File: src/rtl/uart_pkg.sv
// Shared types and helpers for the single-clock UART transmitter:
// FSM state encoding, parity-mode constants and the baud divider computation.
package uart_pkg;

  typedef enum logic [2:0] {
    ST_IDLE  = 3'd0,
    ST_START = 3'd1,
    ST_DATA  = 3'd2,
    ST_PAR   = 3'd3,
    ST_STOP  = 3'd4
  } tx_state_e;

  localparam int PAR_NONE = 0;
  localparam int PAR_EVEN = 1;
  localparam int PAR_ODD  = 2;

  // Rounded clock cycles per line bit.
  function automatic int calc_div(input int clk_hz, input int baud);
    return (clk_hz + baud / 2) / baud;
  endfunction

endpackage

File: src/rtl/uart_tx_sync_fifo.sv
// Single-clock TX FIFO. Full/empty are derived from the registered count, so a push
// seen while full is dropped even if a pop happens in the same cycle.
module uart_tx_sync_fifo #(
  parameter int DATA_W     = 8,
  parameter int FIFO_DEPTH = 16
) (
  input  logic                          clk,
  input  logic                          rst_n,
  input  logic                          push,
  input  logic [DATA_W-1:0]             push_data,
  input  logic                          pop,
  output logic [DATA_W-1:0]             pop_data,
  output logic [$clog2(FIFO_DEPTH):0]   count,
  output logic                          full,
  output logic                          empty,
  output logic                          overflow
);

  localparam int AW = $clog2(FIFO_DEPTH);
  localparam int CW = AW + 1;

  logic [DATA_W-1:0] mem [FIFO_DEPTH];
  logic [AW-1:0]     wr_ptr;
  logic [AW-1:0]     rd_ptr;
  logic              push_ok;
  logic              pop_ok;

  assign full     = (count == CW'(FIFO_DEPTH));
  assign empty    = (count == '0);
  assign push_ok  = push && !full;
  assign pop_ok   = pop && !empty;
  assign pop_data = mem[rd_ptr];

  always_ff @(posedge clk) begin
    if (push_ok) mem[wr_ptr] <= push_data;
  end

  // Pointers are exactly AW bits wide, so they wrap modulo FIFO_DEPTH on their own.
  always_ff @(posedge clk or negedge rst_n) begin
    if (!rst_n) begin
      wr_ptr   <= '0;
      rd_ptr   <= '0;
      count    <= '0;
      overflow <= 1'b0;
    end else begin
      if (push_ok) wr_ptr <= wr_ptr + 1'b1;
      if (pop_ok)  rd_ptr <= rd_ptr + 1'b1;
      count <= count + CW'(push_ok) - CW'(pop_ok);
      if (push && full) overflow <= 1'b1;
    end
  end

endmodule

File: src/rtl/uart_tx_fifo_core.sv
// Single-clock UART transmitter with baud generator and TX FIFO.
// Define UART_TX_PARITY_EN to build the optional parity bit (mode chosen by PARITY).
module uart_tx_fifo_core
  import uart_pkg::*;
#(
  parameter int CLK_HZ     = 50_000_000,
  parameter int BAUD       = 115200,
  parameter int DATA_W     = 8,
  parameter int STOP_BITS  = 1,
  parameter int FIFO_DEPTH = 16,
  parameter int PARITY     = 0
) (
  input  logic                        clk,
  input  logic                        rst_n,
  input  logic [DATA_W-1:0]           tdata,
  input  logic                        twrreq,
  output logic                        tfull,
  output logic [$clog2(FIFO_DEPTH):0] tcount,
  output logic                        overflow,
  output logic                        busy,
  output logic                        uart_txd
);

  localparam int DIV = calc_div(CLK_HZ, BAUD);
  localparam int DCW = $clog2(DIV);
  localparam int BCW = $clog2(DATA_W);
  localparam logic [DCW-1:0] DIV_LAST  = DCW'(DIV - 1);
  localparam logic [BCW-1:0] DATA_LAST = BCW'(DATA_W - 1);
  localparam logic [BCW-1:0] STOP_LAST = BCW'(STOP_BITS - 1);
`ifdef UART_TX_PARITY_EN
  localparam bit HAS_PAR = (PARITY != PAR_NONE);
`else
  localparam bit HAS_PAR = 1'b0;
`endif

  tx_state_e         state_q, state_d;
  logic [DCW-1:0]    baud_cnt_q;
  logic [BCW-1:0]    bit_cnt_q, bit_cnt_d;
  logic [DATA_W-1:0] shift_q, shift_d;
  logic              baud_tick;
  logic              pop;
  logic [DATA_W-1:0] pop_data;
  logic              fifo_empty;

  uart_tx_sync_fifo #(
    .DATA_W     (DATA_W),
    .FIFO_DEPTH (FIFO_DEPTH)
  ) u_fifo (
    .clk       (clk),
    .rst_n     (rst_n),
    .push      (twrreq),
    .push_data (tdata),
    .pop       (pop),
    .pop_data  (pop_data),
    .count     (tcount),
    .full      (tfull),
    .empty     (fifo_empty),
    .overflow  (overflow)
  );

  assign baud_tick = (baud_cnt_q == DIV_LAST);
  assign busy      = (state_q != ST_IDLE);

  // The counter sits at zero in IDLE and wraps on every tick, so it is already
  // zero whenever START is entered, including the gapless STOP->START path.
  always_ff @(posedge clk or negedge rst_n) begin
    if (!rst_n) begin
      state_q    <= ST_IDLE;
      baud_cnt_q <= '0;
      bit_cnt_q  <= '0;
      shift_q    <= '0;
    end else begin
      state_q    <= state_d;
      baud_cnt_q <= (state_q == ST_IDLE || baud_tick) ? '0 : baud_cnt_q + 1'b1;
      bit_cnt_q  <= bit_cnt_d;
      shift_q    <= shift_d;
    end
  end

`ifdef UART_TX_PARITY_EN
  logic par_q;

  always_ff @(posedge clk or negedge rst_n) begin
    if (!rst_n) par_q <= 1'b0;
    else if (pop) par_q <= (PARITY == PAR_ODD) ? ~^pop_data : ^pop_data;
  end
`endif

  always_comb begin
    state_d   = state_q;
    bit_cnt_d = bit_cnt_q;
    shift_d   = shift_q;
    pop       = 1'b0;
    uart_txd  = 1'b1;
    case (state_q)
      ST_IDLE: begin
        if (!fifo_empty) begin
          pop       = 1'b1;
          shift_d   = pop_data;
          bit_cnt_d = '0;
          state_d   = ST_START;
        end
      end
      ST_START: begin
        uart_txd = 1'b0;
        if (baud_tick) state_d = ST_DATA;
      end
      ST_DATA: begin
        uart_txd = shift_q[0];
        if (baud_tick) begin
          shift_d = shift_q >> 1;
          if (bit_cnt_q == DATA_LAST) begin
            bit_cnt_d = '0;
            state_d   = HAS_PAR ? ST_PAR : ST_STOP;
          end else begin
            bit_cnt_d = bit_cnt_q + 1'b1;
          end
        end
      end
`ifdef UART_TX_PARITY_EN
      ST_PAR: begin
        uart_txd = par_q;
        if (baud_tick) state_d = ST_STOP;
      end
`endif
      ST_STOP: begin
        if (baud_tick) begin
          if (bit_cnt_q == STOP_LAST) begin
            bit_cnt_d = '0;
            if (!fifo_empty) begin
              pop     = 1'b1;
              shift_d = pop_data;
              state_d = ST_START;
            end else begin
              state_d = ST_IDLE;
            end
          end else begin
            bit_cnt_d = bit_cnt_q + 1'b1;
          end
        end
      end
      default: state_d = ST_IDLE;
    endcase
  end

endmodule
File: config.mk
export PLATFORM = sky130hd
export DESIGN_NAME = uart_tx_fifo_core
export DESIGN_NICKNAME = d
export VERILOG_FILES = /design/src/rtl/uart_pkg.sv /design/src/rtl/uart_tx_sync_fifo.sv /design/src/rtl/uart_tx_fifo_core.sv
export SDC_FILE = /design/constraint.sdc
export NUM_CORES = 1
export LEC_CHECK = 0
export CAP_MARGIN = 20
export CORE_MARGIN = 2
export CORE_UTILIZATION = 30
export DETAILED_ROUTE_END_ITERATION = 8
export PLACE_DENSITY_LB_ADDON = 0.05
export SETUP_SLACK_MARGIN = 0.3
export SYNTH_ARGS = -nofsm -noshare
export SYNTH_HDL_FRONTEND = slang
export SYNTH_SLANG_ARGS = --single-unit
File: constraint.sdc
create_clock -name clk -period 6.9 [get_ports clk]
set_clock_uncertainty 0.15 [all_clocks]
set_input_delay 0.69 -clock clk [delete_from_list [all_inputs] [get_ports clk]]
set_output_delay 0.69 -clock clk [all_outputs]
set_load 0.03 [all_outputs]
# Yosys cells after proc, flatten, opt, wreduce, memory -nomap -nowiden
# Memory sizes are Yosys's and may differ from the RTL's.
# Cells that the tools add are included.
[word_totals]
latchBits = 0
n_memories = 1
ff_bits = 37
in_bits = 11
out_inout_bits = 9
rom_bits = 0
mem_bits_rw = 128
[op_classes]
n_addsub = 6
n_div = 0
n_mul = 0
n_shift = 0
bitwise_logic = 0
n_mux = 27
n_reduce_logical = 14
order_cmp = 0
eq_ne = 12
[mem_list]
columns = ["name", "depth", "word_bits", "read_ports", "rd_ports_with_merged_regs", "wr", "line", "rtl"]
rows = [
  ["u_fifo.mem", 16, 8, 1, 0, 1, "uart_tx_sync_fifo.sv:22", "logic [DATA_W-1:0] mem [FIFO_DEPTH];"],
]
[op_table]
columns = ["cell", "count"]
rows = [
  ["two-way mux 3 bit", 11],
  ["two-way mux 8 bit", 4],
  ["case mux 8 bit (3 select lines)", 1],
  ["!= test 2 bit, second input constant", 6],
  ["case mux 3 bit (4 select lines)", 1],
  ["adder 9 x 1 -> 9 bit, second input constant", 1],
  ["== test 9 bit, second input constant", 1],
  ["two-way mux 9 bit", 1],
  ["case mux 3 bit (3 select lines)", 1],
  ["adder 4 x 1 -> 4 bit, second input constant", 2],
  ["AND reduction 4 bit", 2],
  ["== test 3 bit, second input constant", 2],
  ["logical NOT 3 bit", 2],
  ["two-way mux 1 bit", 6],
  ["AND reduction 6 bit", 1],
  ["nonzero test 3 bit", 2],
  ["adder 5 x 1 -> 5 bit", 1],
  ["== test 5 bit, second input constant", 1],
  ["logical NOT 5 bit", 1],
  ["subtractor 5 x 1 -> 5 bit", 1],
  ["case mux 1 bit (2 select lines)", 2],
  ["adder 3 x 1 -> 3 bit, second input constant", 1],
  ["== test 3 x 1 -> 1 bit, second input constant", 1],
  ["== test 3 x 2 -> 1 bit, second input constant", 1],
  ["3 further kinds", 6],
]

# Longest topological paths before layout
[logic_depth]
ltp_word = 7
mapped_depth = 14
depth_no_buf = 13

# Cells and area by module
# A second synthesis with hierarchy kept.
[hier_totals]
hier_cells = 439
area_unflattened_um2 = 7209.4
[by_module_without_submodules]
columns = ["mod", "area_each_um2", "n_inst", "cells_per_inst"]
rows = [
  ["uart_tx_sync_fifo", 5910.7, 1, 321],
  ["uart_tx_fifo_core", 1298.7, 1, 118],
]

# Worst setup path after synthesis
# Ideal clock, no wire load.
[synth_path]
path_kind = "register -> register"
from = "register u_fifo.count[3]"
to = "register u_fifo.count[4]"
t_required_ps = 6627
setup_ps = 123
path_buffers = 1
path_slack_ps = 3815
path_stages_with_launch = 15
t_arrival_ps = 2812
path_cell_list = "dfrtp_1 > inv_1 > ha_1 > or4b_1 > nand2_1 > nor2_1 > buf_2 > ha_1 > inv_1 > ha_1 > fa_1 > a21oi_1 > nor2_1 > nor2_1 > xnor2_1"
[synth_between]
elab_chain_len = 7
word_cells_on_any_way = 12
[synth_rtl]
columns = ["element", "line", "rtl"]
rows = [
  ["start: declaration", "uart_tx_sync_fifo.sv:13", "output logic [$clog2(FIFO_DEPTH):0] count,"],
  ["start signal: assignment", "uart_tx_sync_fifo.sv:48", "count <= count + CW'(push_ok) - CW'(pop_ok);"],
  ["logical NOT 5 bit *", "uart_tx_sync_fifo.sv:29", "assign empty = (count == '0);"],
  ["two-way mux 1 bit", "uart_tx_fifo_core.sv:97, uart_tx_fifo_core.sv:130", ""],
  ["two-way mux 1 bit", "uart_tx_fifo_core.sv:128", "if (bit_cnt_q == STOP_LAST) begin"],
  ["two-way mux 1 bit", "uart_tx_fifo_core.sv:127", "if (baud_tick) begin"],
  ["case mux 1 bit (2 select lines)", "uart_tx_fifo_core.sv:95", "case (state_q)"],
  ["logical AND 1 bit *", "uart_tx_sync_fifo.sv:31", "assign pop_ok = pop && !empty;"],
  ["net u_fifo.pop_ok", "uart_tx_sync_fifo.sv:26", "logic pop_ok;"],
  ["subtractor 5 x 1 -> 5 bit *", "uart_tx_sync_fifo.sv:48", ""],
]
# Mark *: on every way through the listed nets, which the timed path passes. The rest lies on a longest branch.
# A chain may end at the register's enable or synchronous reset.

# Worst setup path in the final report
[layout_path]
from = "register baud_cnt_q[1]"
to = "register u_fifo.count[4]"
[layout_between]
elab_chain_len = 5
[layout_rtl]
columns = ["element", "line", "rtl"]
rows = [
  ["start: declaration", "uart_tx_fifo_core.sv:37", "logic [DCW-1:0] baud_cnt_q;"],
  ["start signal: assignment", "uart_tx_fifo_core.sv:74", "baud_cnt_q <= (state_q == ST_IDLE || baud_tick) ? '0 : baud_cnt_q + 1'b1;"],
  ["== test 9 bit", "uart_tx_fifo_core.sv:61", "assign baud_tick = (baud_cnt_q == DIV_LAST);"],
  ["two-way mux 1 bit", "uart_tx_fifo_core.sv:127", ""],
  ["case mux 1 bit (2 select lines)", "uart_tx_fifo_core.sv:95", ""],
  ["logical AND 1 bit", "uart_tx_sync_fifo.sv:31", ""],
  ["subtractor 5 x 1 -> 5 bit", "uart_tx_sync_fifo.sv:48", ""],
]
# No other way between the ends.

==> metrics.md <==
| Metric | Value |
|---|---|
| Status | `finished, final reports clean` |
| Syn_nets | `445` |
| Drt drc | `0` |
| P_leak | `2.89 nW` |
| Critical Path Start Type | `flop` |
| # diodes | `0` |
| Clock tree buffer depth | `2` |
| Register area | `about 4800 µm²` |
| Worst setup margin | `3540 ps` |
| CTS tree | `done` |
| Initial antenna violation count | `0` |
| Crit path kind | `reg -> reg` |
| Cells after Synth | `417` |
| PortBufs | `19` |
| Total negative slack | `0 ps` |
| Sequential area share after synthesis | `68.0%` |
| Core area | `roughly 23000 µm²` |
| # rows | `55` |
| R2r setup slk | `3540 ps` |
| Die Wd | `157 µm` |
| Reg2Reg Depth | `13` |
| Ys Warns | `0` |
| Total CTS buffers | `17` |
| Pre-CTS setup slack | `3130 ps` |
| Placed insts | `731` |
| DRT iter0 DRCs | `182` |
| FMAX | `0.298 GHz` |
| Crit Path Max Fanout | `11` |
| Skew-Pair Late Insertion Delay | `between 400 and 500 ps` |
| VDD IR-drop max | `between 0.1 and 0.15 mV` |
| CTS clk-pin slew, worst paths | `70 ps` |
| PostCTS Resize Cnt | `0` |
| Congestion Overflow GR | `0` |
| Tcrit/Tclk final | `48.7%` |
| Most common cell in the netlist | `edfxtp_1` |
| Post-synth EDFFs | `128` |
| Final ANT Viol Nets | `0` |
| Total Routing Usage GR | `13.2%` |
| Final setup viols | `0` |
| Synth Cell Area | `7020 µm²` |
| Post-DP HPWL | `9620 µm` |
| Worst r2r src | `baud_cnt_q[1]$_DFF_PN0_` |
| Vert. Die Dim | `157 µm` |
| DR vias | `3570` |
| Unrepaired setup endpoints after global routing | `no` |
| Root buf cell | `clkbuf_16` |
| Post-synth top flop | `edfxtp_1` |
| Largest net degree at the start of global routing | `38` |
| Initial core utilization | `30.8%` |
| Area contributors post-synth | `edfxtp_1 55%, dfrtp_1 13%, mux4_1 6.7%, mux4_2 4.5%, ha_1 2.9%` |
| CTS sink cnt | `165` |
| Area delta synth->final | `15.3%` |
| Hold Crit Class | `in -> async` |
| Multi-input gate area | `2030 µm²` |
| First drt pass iteration count | `4` |
| Number of setup buffers added after CTS | `0` |
| Worst path required time | `7110 ps` |
| Post-Route WL | `15100 µm` |
| Reg2Reg Capture Point | `u_fifo.count[4]$_DFF_PN0_` |
| Slew Limit Fails | `0` |
| Cell area power density | `310 nW/µm²` |
| Post-DR vias/cell | `around 4.7` |
| Share of cells above drive strength 1 | `13.5%` |
| Final Wtd Congestion | `between 0.6 and 0.7` |
| Post-synth cell types | `54` |
| Seq cells post-synth | `165` |
| Post-synth top area cell | `edfxtp_1` |
| Vias in the first global route | `3748` |
| Number of max-cap violations | `0` |
| Setup crit end kind | `flop` |
| # fillers | `~2100` |
| Worst Max-Slew Pin Slew | `928 ps` |
| Worst Path Arrival | `approximately 3600 ps` |
| Post-synth top area share | `54.8%` |
| Io pins | `20` |
| Fin cells | `766` |
| Rel. slew slack | `38.1%` |
| Final Hold Fails | `0` |
| Fraction of registers with async set/reset | `22.4%` |
| Post-layout min period | `3360 ps` |
| Commonest cells in the netlist | `128 x edfxtp_1, 37 x dfrtp_1, 35 x nor2_1` |
| H-tree Lvls | `4` |
| WL/cell | `19.7 µm` |
| Syn Area/Cell | `16.8 µm²` |
| Full die area | `24600 µm²` |
| Hold-fix buffer count after cts | `0` |
| First-pass GRT wire length | `23000 µm` |
| Final layout net count | `468` |
==> cell usage in the layout, fill, tap and decap left out, types with 3 or more instances in the layout <==
cell type / n
edfxtp_1: 128
dfrtp_1: 36
nor2_1: 35
inv_1: 22
nand2_1: 20
mux4_1: 18
clkdlybuf4s50_1: 18
clkbuf_16: 17
a22oi_1: 16
ha_1: 16
mux4_2: 14
xnor2_1: 12
nor3_1: 7
nor4_1: 7
a221o_1: 7
xor2_1: 6
nand3_1: 5
inv_8: 5
nor2b_1: 4
a21oi_1: 4
buf_4: 4
nand2b_1: 3
clkinv_8: 3
clkinv_4: 3
==> state kept, by name (all words and copies together) (netlist names) <==
name / count
baud_cnt_q: 9
bit_cnt_q: 3
shift_q: 8
state_q: 3
u_fifo.count: 5
u_fifo.mem: 128
u_fifo.overflow: 1
u_fifo.rd_ptr: 4
u_fifo.wr_ptr: 4
==> per-layer routing <==
layer  global-route usage (%)  vias up  wire length, µm
met5                        0        -                0
li1                         -     1669                -
met2                     22.1       39             7650
met1                     17.0     1852             7020
met4                     3.54        0              104
met3                     3.30       10              347
==> critical path, stage by stage (launching register included) <==
cell	delay (ps)
dfrtp_1	410
inv_1	70
ha_1	120
and4bb_2	320
a41oi_1	210
nor2_1	710
ha_1	220
inv_1	40
ha_1	200
fa_1	410
a21oi_1	140
nor2_1	60
nor2_1	110
xnor2_1	120
==> logic make-up (layout without fill, tap and decap cells) <==
kind of cell | Yosys count | in the layout | share of synthesized area (%)
flops | 165 | 165 | 68.0
simple gates | 96 | 96 | 6.94
buf+inv | 43 | 79 | 3.10
compound gates | 42 | 42 | 4.76
mux | 36 | 36 | 11.8
xor+xnor | 18 | 18 | 2.25
fa+ha+maj | 17 | 17 | 3.14
==> how the worst max path moves through the flow <==
stage,from,endpoint,cells after the start
after detailed placement,twrreq,u_fifo.mem[3][3]$_DFFE_PP_,4
after floorplan,u_fifo.count[3]$_DFF_PN0_,u_fifo.count[4]$_DFF_PN0_,14
after global routing,baud_cnt_q[1]$_DFF_PN0_,u_fifo.count[4]$_DFF_PN0_,13
after CTS,u_fifo.count[3]$_DFF_PN0_,u_fifo.mem[3][5]$_DFFE_PP_,6
final,baud_cnt_q[1]$_DFF_PN0_,u_fifo.count[4]$_DFF_PN0_,13
after global placement,twrreq,u_fifo.mem[3][1]$_DFFE_PP_,4
==> power breakdown <==
part	internal, mW	switching, mW	total, mW
logic	0.136	0.209	0.345
clock network	0.485	0.440	0.925
registers	1.18	0.0548	1.24
total	1.80	0.704	2.51
==> stage by stage <==
step	utilization [%]	power, mW	hold slack (ps)	cell area (µm²)
after global placement	32.8	1.61	288	7480
after detailed placement	32.8	1.61	306	7480
after CTS	35.4	2.54	285	8070
final	35.5	2.51	245	8090
after floorplan	-	1.47	244	7020
after global routing	35.5	2.63	316	8090
==> layout make-up <==
cell class                 count  share of cell area [%]
clock buffer                  17                    5.26
clock inverter                15                    2.00
inverter                      22                    1.02
sequential                   165                    59.0
timing repair buffer          25                    2.82
tap                          313                    4.84
multi-input combinational    209                    25.1
(Power assumes the default switching activity.)
